$ cat config.mk
export PLATFORM = sky130hd
export DESIGN_NAME = mem_loader
export DESIGN_NICKNAME = d
export VERILOG_FILES = /design/src/rtl/mem_loader_pkg.sv /design/src/rtl/loader_cycle_counter.sv /design/src/rtl/mem_loader.sv
export SDC_FILE = /design/constraint.sdc
export NUM_CORES = 1
export LEC_CHECK = 0
export ABC_CLOCK_PERIOD_IN_PS = 3890
export CORE_MARGIN = 3
export CORE_UTILIZATION = 35
export CTS_CLUSTER_DIAMETER = 200
export CTS_CLUSTER_SIZE = 24
export DETAILED_ROUTE_END_ITERATION = 12
export PLACE_DENSITY = 0.65
export SYNTH_ARGS = -nofsm -noshare
export SYNTH_HDL_FRONTEND = slang
export SYNTH_SLANG_ARGS = --single-unit
$ cat constraint.sdc
create_clock -name clk -period 3.89 [get_ports clk]
set_input_delay 0.389 -clock clk [delete_from_list [all_inputs] [get_ports clk]]
set_output_delay 0.389 -clock clk [all_outputs]
set_load 0.02 [all_outputs]
$ cat src/rtl/mem_loader_pkg.sv
// ============================================================================
// Module      : mem_loader_pkg
// Description : Opcodes, FSM state encoding and response codes for mem_loader.
// Revision    : 1.0 - initial release
// ============================================================================
`default_nettype none

package mem_loader_pkg;

  localparam logic [2:0] OP_WR_IMEM = 3'b000;
  localparam logic [2:0] OP_RD_IMEM = 3'b001;
  localparam logic [2:0] OP_WR_DMEM = 3'b010;
  localparam logic [2:0] OP_RD_DMEM = 3'b011;
  localparam logic [2:0] OP_RUN     = 3'b100;

  localparam logic RSP_OK  = 1'b0;
  localparam logic RSP_ERR = 1'b1;

  typedef enum logic [2:0] {
    ST_IDLE      = 3'd0,
    ST_WRITE     = 3'd1,
    ST_READ      = 3'd2,
    ST_READ_WAIT = 3'd3,
    ST_RUN       = 3'd4,
    ST_RESP      = 3'd5,
    ST_VERIFY    = 3'd6
  } state_t;

  // Memory opcodes are 0xx: bit 1 picks the data memory, bit 0 means read.
  function automatic logic op_is_mem(input logic [2:0] op);
    return (op[2] == 1'b0);
  endfunction

  function automatic logic op_is_dmem(input logic [2:0] op);
    return op[1];
  endfunction

  function automatic logic op_is_read(input logic [2:0] op);
    return op[0];
  endfunction

endpackage

`default_nettype wire

$ cat src/rtl/loader_cycle_counter.sv
// ============================================================================
// Module      : loader_cycle_counter
// Description : Loadable down-counter; o_done flags count==0, no wrap below 0.
// Revision    : 1.0 - initial release
// ============================================================================
`default_nettype none

module loader_cycle_counter
  import mem_loader_pkg::*;
#(
  parameter int CNT_W = 32
) (
  input  logic             clk,
  input  logic             rst,
  input  logic             i_load,
  input  logic [CNT_W-1:0] i_load_val,
  input  logic             i_en,
  output logic             o_done
);

  logic [CNT_W-1:0] r_count;

  always_ff @(posedge clk) begin
    if (rst) begin
      r_count <= '0;
    end else if (i_load) begin
      r_count <= i_load_val;
    end else if (i_en && (r_count != '0)) begin
      r_count <= r_count - 1'b1;
    end
  end

  assign o_done = (r_count == '0);

endmodule

`default_nettype wire

$ cat src/rtl/mem_loader.sv
// ============================================================================
// Module      : mem_loader
// Description : Host command initiator for CPU instruction/data memory ports
//               and CPU run control. Optional MEM_LOADER_VERIFY_EN adds an
//               automatic read-back check after every write.
// Revision    : 1.0 - initial release
// ============================================================================
`default_nettype none

module mem_loader
  import mem_loader_pkg::*;
#(
  parameter int DATA_W = 32,
  parameter int ADDR_W = 32,
  parameter int RD_LAT = 1,
  parameter int CNT_W  = 32
) (
  input  logic              clk,
  input  logic              rst,
  input  logic              cmd_valid,
  output logic              cmd_ready,
  input  logic [2:0]        cmd_op,
  input  logic [ADDR_W-1:0] cmd_addr,
  input  logic [DATA_W-1:0] cmd_data,
  output logic              rsp_valid,
  input  logic              rsp_ready,
  output logic [DATA_W-1:0] rsp_data,
  output logic              rsp_err,
  output logic [ADDR_W-1:0] addr_ext,
  output logic [DATA_W-1:0] wdata_ext,
  output logic              wen_ext,
  output logic              ren_ext,
  input  logic [DATA_W-1:0] rdata_ext,
  output logic [ADDR_W-1:0] addr_ext_2,
  output logic [DATA_W-1:0] wdata_ext_2,
  output logic              wen_ext_2,
  output logic              ren_ext_2,
  input  logic [DATA_W-1:0] rdata_ext_2,
  output logic              cpu_enable
);

  localparam logic [CNT_W-1:0] RD_WAIT_LOAD = CNT_W'(RD_LAT - 1);

  state_t            r_state;
  state_t            w_next;
  logic [2:0]        r_op;
  logic [ADDR_W-1:0] r_addr;
  logic [DATA_W-1:0] r_data;
  logic [DATA_W-1:0] r_rsp_data;
  logic              r_rsp_err;

  logic              w_accept;
  logic              w_cnt_load;
  logic [CNT_W-1:0]  w_cnt_load_val;
  logic              w_cnt_en;
  logic              w_cnt_done;
  logic              w_addr_en;
  logic              w_wdata_en;
  logic              w_wen;
  logic              w_ren;
  logic              w_capture;
  logic              w_dmem;
  logic [CNT_W-1:0]  w_run_n;
  logic [DATA_W-1:0] w_rdata;
  logic              w_verify_err;

  assign w_accept = cmd_valid && cmd_ready;
  assign w_run_n  = cmd_data[CNT_W-1:0];
  assign w_dmem   = op_is_dmem(r_op);
  assign w_rdata  = w_dmem ? rdata_ext_2 : rdata_ext;

`ifdef MEM_LOADER_VERIFY_EN
  assign w_verify_err = !op_is_read(r_op) && (w_rdata != r_data);
`else
  assign w_verify_err = RSP_OK;
`endif

  loader_cycle_counter #(
    .CNT_W(CNT_W)
  ) u_counter (
    .clk       (clk),
    .rst       (rst),
    .i_load    (w_cnt_load),
    .i_load_val(w_cnt_load_val),
    .i_en      (w_cnt_en),
    .o_done    (w_cnt_done)
  );

  always_ff @(posedge clk) begin
    if (rst) begin
      r_state <= ST_IDLE;
    end else begin
      r_state <= w_next;
    end
  end

  always_comb begin
    w_next         = r_state;
    cmd_ready      = 1'b0;
    rsp_valid      = 1'b0;
    cpu_enable     = 1'b0;
    w_cnt_load     = 1'b0;
    w_cnt_load_val = '0;
    w_cnt_en       = 1'b0;
    w_addr_en      = 1'b0;
    w_wdata_en     = 1'b0;
    w_wen          = 1'b0;
    w_ren          = 1'b0;
    w_capture      = 1'b0;
    case (r_state)
      ST_IDLE: begin
        cmd_ready = !rst;
        if (cmd_valid && !rst) begin
          if (op_is_mem(cmd_op)) begin
            w_next = op_is_read(cmd_op) ? ST_READ : ST_WRITE;
          end else if ((cmd_op == OP_RUN) && (w_run_n != '0)) begin
            w_cnt_load     = 1'b1;
            w_cnt_load_val = w_run_n - 1'b1;
            w_next         = ST_RUN;
          end else begin
            w_next = ST_RESP;
          end
        end
      end
      ST_WRITE: begin
        w_addr_en  = 1'b1;
        w_wdata_en = 1'b1;
        w_wen      = 1'b1;
`ifdef MEM_LOADER_VERIFY_EN
        w_next     = ST_VERIFY;
`else
        w_next     = ST_RESP;
`endif
      end
      ST_READ, ST_VERIFY: begin
        w_addr_en      = 1'b1;
        w_ren          = 1'b1;
        w_cnt_load     = 1'b1;
        w_cnt_load_val = RD_WAIT_LOAD;
        w_next         = ST_READ_WAIT;
      end
      ST_READ_WAIT: begin
        // Address stays on the bus until the data is captured.
        w_addr_en = 1'b1;
        w_cnt_en  = 1'b1;
        if (w_cnt_done) begin
          w_capture = 1'b1;
          w_next    = ST_RESP;
        end
      end
      ST_RUN: begin
        cpu_enable = 1'b1;
        w_cnt_en   = 1'b1;
        if (w_cnt_done) begin
          w_next = ST_RESP;
        end
      end
      ST_RESP: begin
        rsp_valid = 1'b1;
        if (rsp_ready) begin
          w_next = ST_IDLE;
        end
      end
      default: begin
        w_next = ST_IDLE;
      end
    endcase
  end

  always_ff @(posedge clk) begin
    if (rst) begin
      r_op       <= '0;
      r_addr     <= '0;
      r_data     <= '0;
      r_rsp_data <= '0;
      r_rsp_err  <= RSP_OK;
    end else if (w_accept) begin
      r_op       <= cmd_op;
      r_addr     <= cmd_addr;
      r_data     <= cmd_data;
      r_rsp_data <= (cmd_op == OP_RUN) ? DATA_W'(w_run_n) : '0;
      r_rsp_err  <= (op_is_mem(cmd_op) || (cmd_op == OP_RUN)) ? RSP_OK : RSP_ERR;
    end else if (w_capture) begin
      r_rsp_data <= w_rdata;
      r_rsp_err  <= w_verify_err;
    end
  end

  assign rsp_data    = rsp_valid ? r_rsp_data : '0;
  assign rsp_err     = rsp_valid ? r_rsp_err : RSP_OK;

  assign addr_ext    = (w_addr_en && !w_dmem) ? r_addr : '0;
  assign wdata_ext   = (w_wdata_en && !w_dmem) ? r_data : '0;
  assign wen_ext     = w_wen && !w_dmem;
  assign ren_ext     = w_ren && !w_dmem;
  assign addr_ext_2  = (w_addr_en && w_dmem) ? r_addr : '0;
  assign wdata_ext_2 = (w_wdata_en && w_dmem) ? r_data : '0;
  assign wen_ext_2   = w_wen && w_dmem;
  assign ren_ext_2   = w_ren && w_dmem;

endmodule

`default_nettype wire

# Word-level counts from Yosys, hierarchy flattened
# Index checks and enable logic that the tools add are counted.
# word_totals
ff_bits	134
output_inout_bits	168
word_cells	82
# op_classes
addsub	2
eq_ne	10
muxes	39
bitwise	1
n_reduce_logical	23
# op_table
cell	count
$mux 32	15
$reduce_bool 32->1	2
$sub 32x1->32 const B	2
$logic_not 32->1	1
$mux 1	17
$pmux 3 s5	1
$eq 3x3->1 const B	4
$mux 3	4
$logic_and 1x1->1	10
$eq 3x2->1 const B	2
$ne 2x2->1 const B	2
$reduce_bool 2->1	2
$reduce_or 2->1	2
$reduce_or 4->1	1
$eq 3x1->1 const B	1
$logic_not 3->1	1
$reduce_and 3->1	1
$logic_not 1->1	2
$mux 2	1
$ne 2x1->1 const B	1
$pmux 1 s2	1
$logic_or 1x1->1	1
$not 1->1	1

# Depth between registers and ports, before layout
# Gate-level depths: netlist of run 1.
# logic_depth
ltp_word	7
depth_mapped	10
ltp_nobuf	8

# Cells and area by module
# Synthesis of run 1 repeated with hierarchy kept, for this count alone.
# hier_totals
hier_cells	1071
area_unflattened_um2	8219.1
# by_module_without_submodules
mod	instances	cells_per_inst	area_each_um2	seq_area_each_um2
mem_loader	1	838	6226.0	2021.9
loader_cycle_counter	1	233	1993.2	640.6

# Worst setup path after synthesis of run 1
# Ideal clock, no wire load.
# synth_path
kind	reg-to-output
start	register r_op[1]
end	output wdata_ext_2[22]
t_arrival_ns	1.873
required_ns	3.501
path_slack_ns	1.628
stages_incl_launch_ff	5
path_buffers	2
path_cell_list	dfxtp_1 > buf_1 > nor4bb_1 > clkbuf_1 > and2_1
# synth_via
elab_chain_len	2
# synth_rtl
item	line_no	source
start, declared	mem_loader.sv:46	logic [2:0] r_op;
start signal, assigned	mem_loader.sv:178	r_op <= cmd_op;
$logic_and 1x1->1	-	
via wen_ext_2	mem_loader.sv:36	output logic wen_ext_2,
$mux 32	mem_loader.sv:197	assign wdata_ext_2 = (w_wdata_en && w_dmem) ? r_data : '0;
end, declared	mem_loader.sv:35	output logic [DATA_W-1:0] wdata_ext_2,
# The timed path passes the listed nets, and every way through them passes these cells.

# Worst setup path in the final report of run 1
# layout_path
start	register r_state[2]
end	output rsp_data[11]
# layout_via
elab_chain_len	3
# layout_rtl
item	line_no	source
start, declared	mem_loader.sv:44	state_t r_state;
start signal, assigned	mem_loader.sv:93	r_state <= w_next;
$eq 3x3->1	mem_loader.sv:110	case (r_state)
$mux 1	mem_loader.sv:110	
$mux 32	mem_loader.sv:189	assign rsp_data = rsp_valid ? r_rsp_data : '0;
end, declared	mem_loader.sv:27	output logic [DATA_W-1:0] rsp_data,
# Every way passes these cells.

==> results.txt, run 1 <==
TritonCTS built the clock tree. The critical path class is flip-flop to primary output. The arrival time of the worst setup path is 2.96 ns.

By instance count, the leading cell after synthesis is sky130_fd_sc_hd__and2_1. The synthesized area came out at 8420 um^2. The total non-filler cell area in the finished layout is 12300 um^2.

The post-place instance area came out at 11700 um^2. The register-to-register setup slack came out at 0.95 ns. The detailed router finished its first iteration with 728 violations. Once the clock tree was built, the resizer swapped 0 gates to a different size. The cell sitting at the root of the clock tree is a sky130_fd_sc_hd__clkbuf_16. The worst reg-to-reg path cell count is 7.

After technology mapping, the gate count stands at 1125. The capture instance of the worst register-to-register path is r_rsp_data[20]$_SDFFE_PP0P_. Compared with the post-synthesis result, the final layout area differs by 45.9%.

Ranked by total cell area, the synthesized netlist is headed by sky130_fd_sc_hd__dfxtp_1 (32%), sky130_fd_sc_hd__and2_1 (12%), sky130_fd_sc_hd__nand2_1 (7.0%), sky130_fd_sc_hd__a21oi_1 (4.8%), sky130_fd_sc_hd__o21ai_0 (4.2%). The type of the worst min-delay path is primary input to flip-flop. The number of maximum-capacitance violations came out at 0.

By count the netlist is led by sky130_fd_sc_hd__and2_1 (165), sky130_fd_sc_hd__nand2_1 (158), sky130_fd_sc_hd__dfxtp_1 (133). In this run, synthesis inferred 0 flip-flops with an integrated enable. For the worst-skew pair, the clock arrives at the later sink with an insertion delay of 0.42 ns. The share of synthesized flip-flops with an asynchronous set or reset came out at 0. The period utilization came out at 0.861. The transition time at the pin with the least slew margin came out at 1.08 ns.

The worst setup path is captured at a primary output. The fraction of layout instances using a drive strength above 1 is 0.0795. When the netlist entered floorplanning its net count stood at 1263.

The total of flip-flops plus latches after synthesis came out at 133. For the finished layout, the period the worst path requires is 3.35 ns. The number of antenna violations at the first check in global routing came out at 1.

The effective utilization at floorplan came out at 0.358. The horizontal die dimension came out at 161 um. The final setup violation count came out at 0. The share of Yosys cell area claimed by the top area cell type is 0.316. The largest vdd supply drop is 352 uV. The final RePlAce weighted congestion came out at 0.953.

The required time at the worst-slack endpoint came out at 3.50 ns. The total number of vias is 9299. The clock slew at the register clock pins of the worst setup and hold paths came out at 0.06 ns. In this run the most critical hold path is launched from rst. The final net count is 1522. The area of the core region came out at 23500 um^2. Across every metal layer, demand over resource in global routing totals 0.241. Setup repair after global routing left no endpoint under its margin. The number of iterations in the first detailed-routing pass is 5. The number of global-route vias before repair was 8581. The post-synthesis sequential area ratio came out at 0.316. The post-route clock skew is 0.0122 ns. The final global-route overflow total is 0.

For this run, the top clock speed supported by timing is 298 MHz. Measured against its own limit, the worst slew margin works out to 0.274. For this design, the CTS-stage hold fixing added 0 buffers. The final hold violation count was 0.

The predominant post-synthesis flop cell is sky130_fd_sc_hd__dfxtp_1. The maximum level of the CTS H-tree came out at 4. The number of antenna diodes in the final layout is 0.

The path with the worst hold slack has its endpoint at u_counter.r_count[19]$_SDFFE_PP0P_. The post-detailed-route count of antenna-violating nets came out at 0. The number of port buffers came out at 302. The floorplan step defined a die boundary enclosing 26000 um^2.

The total number of placement rows is 56. Summed over all layers, the routed wires come to 32700 um. The worst hold path was traced through 2 stages.

The run finished with clean final reports. Entering global routing, the biggest net connects 164 pins. In this run the worst path has a maximum fanout of 42. TritonCTS created 17 clock buffers. The average cell area after synthesis came out at 7.49 um^2.

The number of remaining DRC errors came out at 0. The number of buffers on the longest clock path came out at 2. During I/O placement, the number of pins put on the boundary was 303. The die height is 161 um. The warning count from the yosys run is 0. STA classifies the critical path startpoint as a flip-flop. Dividing total power by cell area gives a power density of 590 nW/um^2. The static leakage came out at 4.36 nW. The clock sink count came out at 133.

The unique cell type count in the Yosys netlist came out at 72. Summed over all failing endpoints, the final setup total negative slack is 0 ns. The via count normalized by instance count is 5.42.

The number of pins exceeding their max-slew limit in the final report was 0. The worst register-to-register path begins at r_state[2]$_SDFFE_PP0P_. The post-CTS repair timing setup buffer count is 0. sky130_fd_sc_hd__dfxtp_1 takes more of the synthesized area than any other cell. The average wire length per cell after detail routing is 19.1 um. The wire length of the first global-routing pass is 49600 um. The half-perimeter wire length of the detailed placement result is 24100 um. The filler cells instantiated in the layout total 2264.
## flip-flops by register name, summed over array words and instances, names as in the netlist
signal	count
r_rsp_err	1
r_rsp_data	32
r_state	3
r_addr	32
u_counter.r_count	32
r_op	1
r_data	32
## metal layers
metal | vias up | track usage | routed length (um)
li1 | 4482 | - | -
met1 | 4359 | 0.334 | 14500
met2 | 413 | 0.376 | 14800
met3 | 45 | 0.0541 | 2730
met4 | 0 | 0.0712 | 770
met5 | - | 0 | 0
## worst max-delay path by stage
| stage | end | from | slack, ns |
|---|---|---|---|
| CTS | rsp_data[2] | r_state[2]$_SDFFE_PP0P_ | 0.53 |
| finish | rsp_data[11] | r_state[2]$_SDFFE_PP0P_ | 0.54 |
| floorplan | wdata_ext_2[22] | r_op[1]$_SDFFE_PP0P_ | 1.63 |
| detailed placement | u_counter.r_count[10]$_SDFFE_PP0P_ | cmd_data[24] | 0.52 |
| global placement | u_counter.r_count[30]$_SDFFE_PP0P_ | cmd_data[24] | 0.56 |
| global route | rsp_data[16] | r_state[2]$_SDFFE_PP0P_ | 0.37 |
## report_power, final
part	internal [mW]	switching [mW]
clock	0.914	0.687
sequential	1.66	0.328
combinational	1.47	2.19
## layout by cell type (no fill, tap or decap), drive strengths merged, types with 4 or more instances in the layout
cell           Yosys  final
o31ai              4      4
nand4             10     10
nand2b             7      7
o311ai             6      6
or3               43     43
clkdlybuf4s50      0    301
inv                9     16
o32ai              8      8
xnor2             10     10
buf               28     33
dfxtp            133    133
a31oi             34     34
o21ai             71     71
clkinv             1      6
o211a              5      5
nor4              24     24
nor3              42     42
or4                5      5
mux2i             34     34
nor2              63     63
clkbuf            66     18
a32oi              6      6
o22ai              7      7
and2             165    165
nand3             16     16
a211oi            11     11
or2               10     10
a21oi             82     82
nand2            158    158
and3               5      5
xor2              18     18
## worst max-delay path: stages, from the launching register on
cell and delay (ns):
sky130_fd_sc_hd__dfxtp_2 0.76, sky130_fd_sc_hd__buf_4 0.44, sky130_fd_sc_hd__and3_1 0.21, sky130_fd_sc_hd__buf_4 0.28, sky130_fd_sc_hd__and2_1 0.17, sky130_fd_sc_hd__clkdlybuf4s50_1 0.65
## logic make-up after synthesis
logic type                 synth area share
adders and majority gates           0.00446
and+or+nand+nor                       0.362
buffers and inverters                0.0551
DFF                                   0.316
AOI/OAI and AO/OA                     0.190
xor gates and xnor gates             0.0291
muxes                                0.0431
## stage by stage
stage | util | hold slack [ns] | setup WS (ns) | std cells | power [mW]
after floorplan | - | 0.440 | 1.63 | 1125 | 4.49
after global placement | 0.497 | 0.451 | 0.563 | 1684 | 5.57
after detailed placement | 0.497 | 0.458 | 0.517 | 1684 | 5.58
after CTS | 0.522 | 0.398 | 0.527 | 1716 | 7.23
after global routing | 0.522 | 0.411 | 0.371 | 1716 | 7.72
final | 0.522 | 0.406 | 0.540 | 1716 | 7.26
## area by class of cell
cell class | count | area [um^2] | area share
Clock buffer | 18 | 439 | 0.0357
Clock inverter | 14 | 139 | 0.0113
Inverter | 10 | 37.5 | 0.00305
Multi-Input combinational cell | 888 | 5340 | 0.434
Sequential cell | 133 | 2670 | 0.217
Tap cell | 319 | 399 | 0.0325
Timing Repair Buffer | 334 | 3270 | 0.266
(Power assumes the default switching activity.)
==> run 2, diff against run 1 <==
--- a/config.mk
+++ b/config.mk
@@ -6,6 +6,7 @@
 export NUM_CORES = 1
 export LEC_CHECK = 0
 export ABC_CLOCK_PERIOD_IN_PS = 3890
+export CAP_MARGIN = 20
 export CORE_MARGIN = 3
 export CORE_UTILIZATION = 35
 export CTS_CLUSTER_DIAMETER = 200
==> results of run 2 <==
The final DEF is identical to that of run 1; final timing and power are the same.
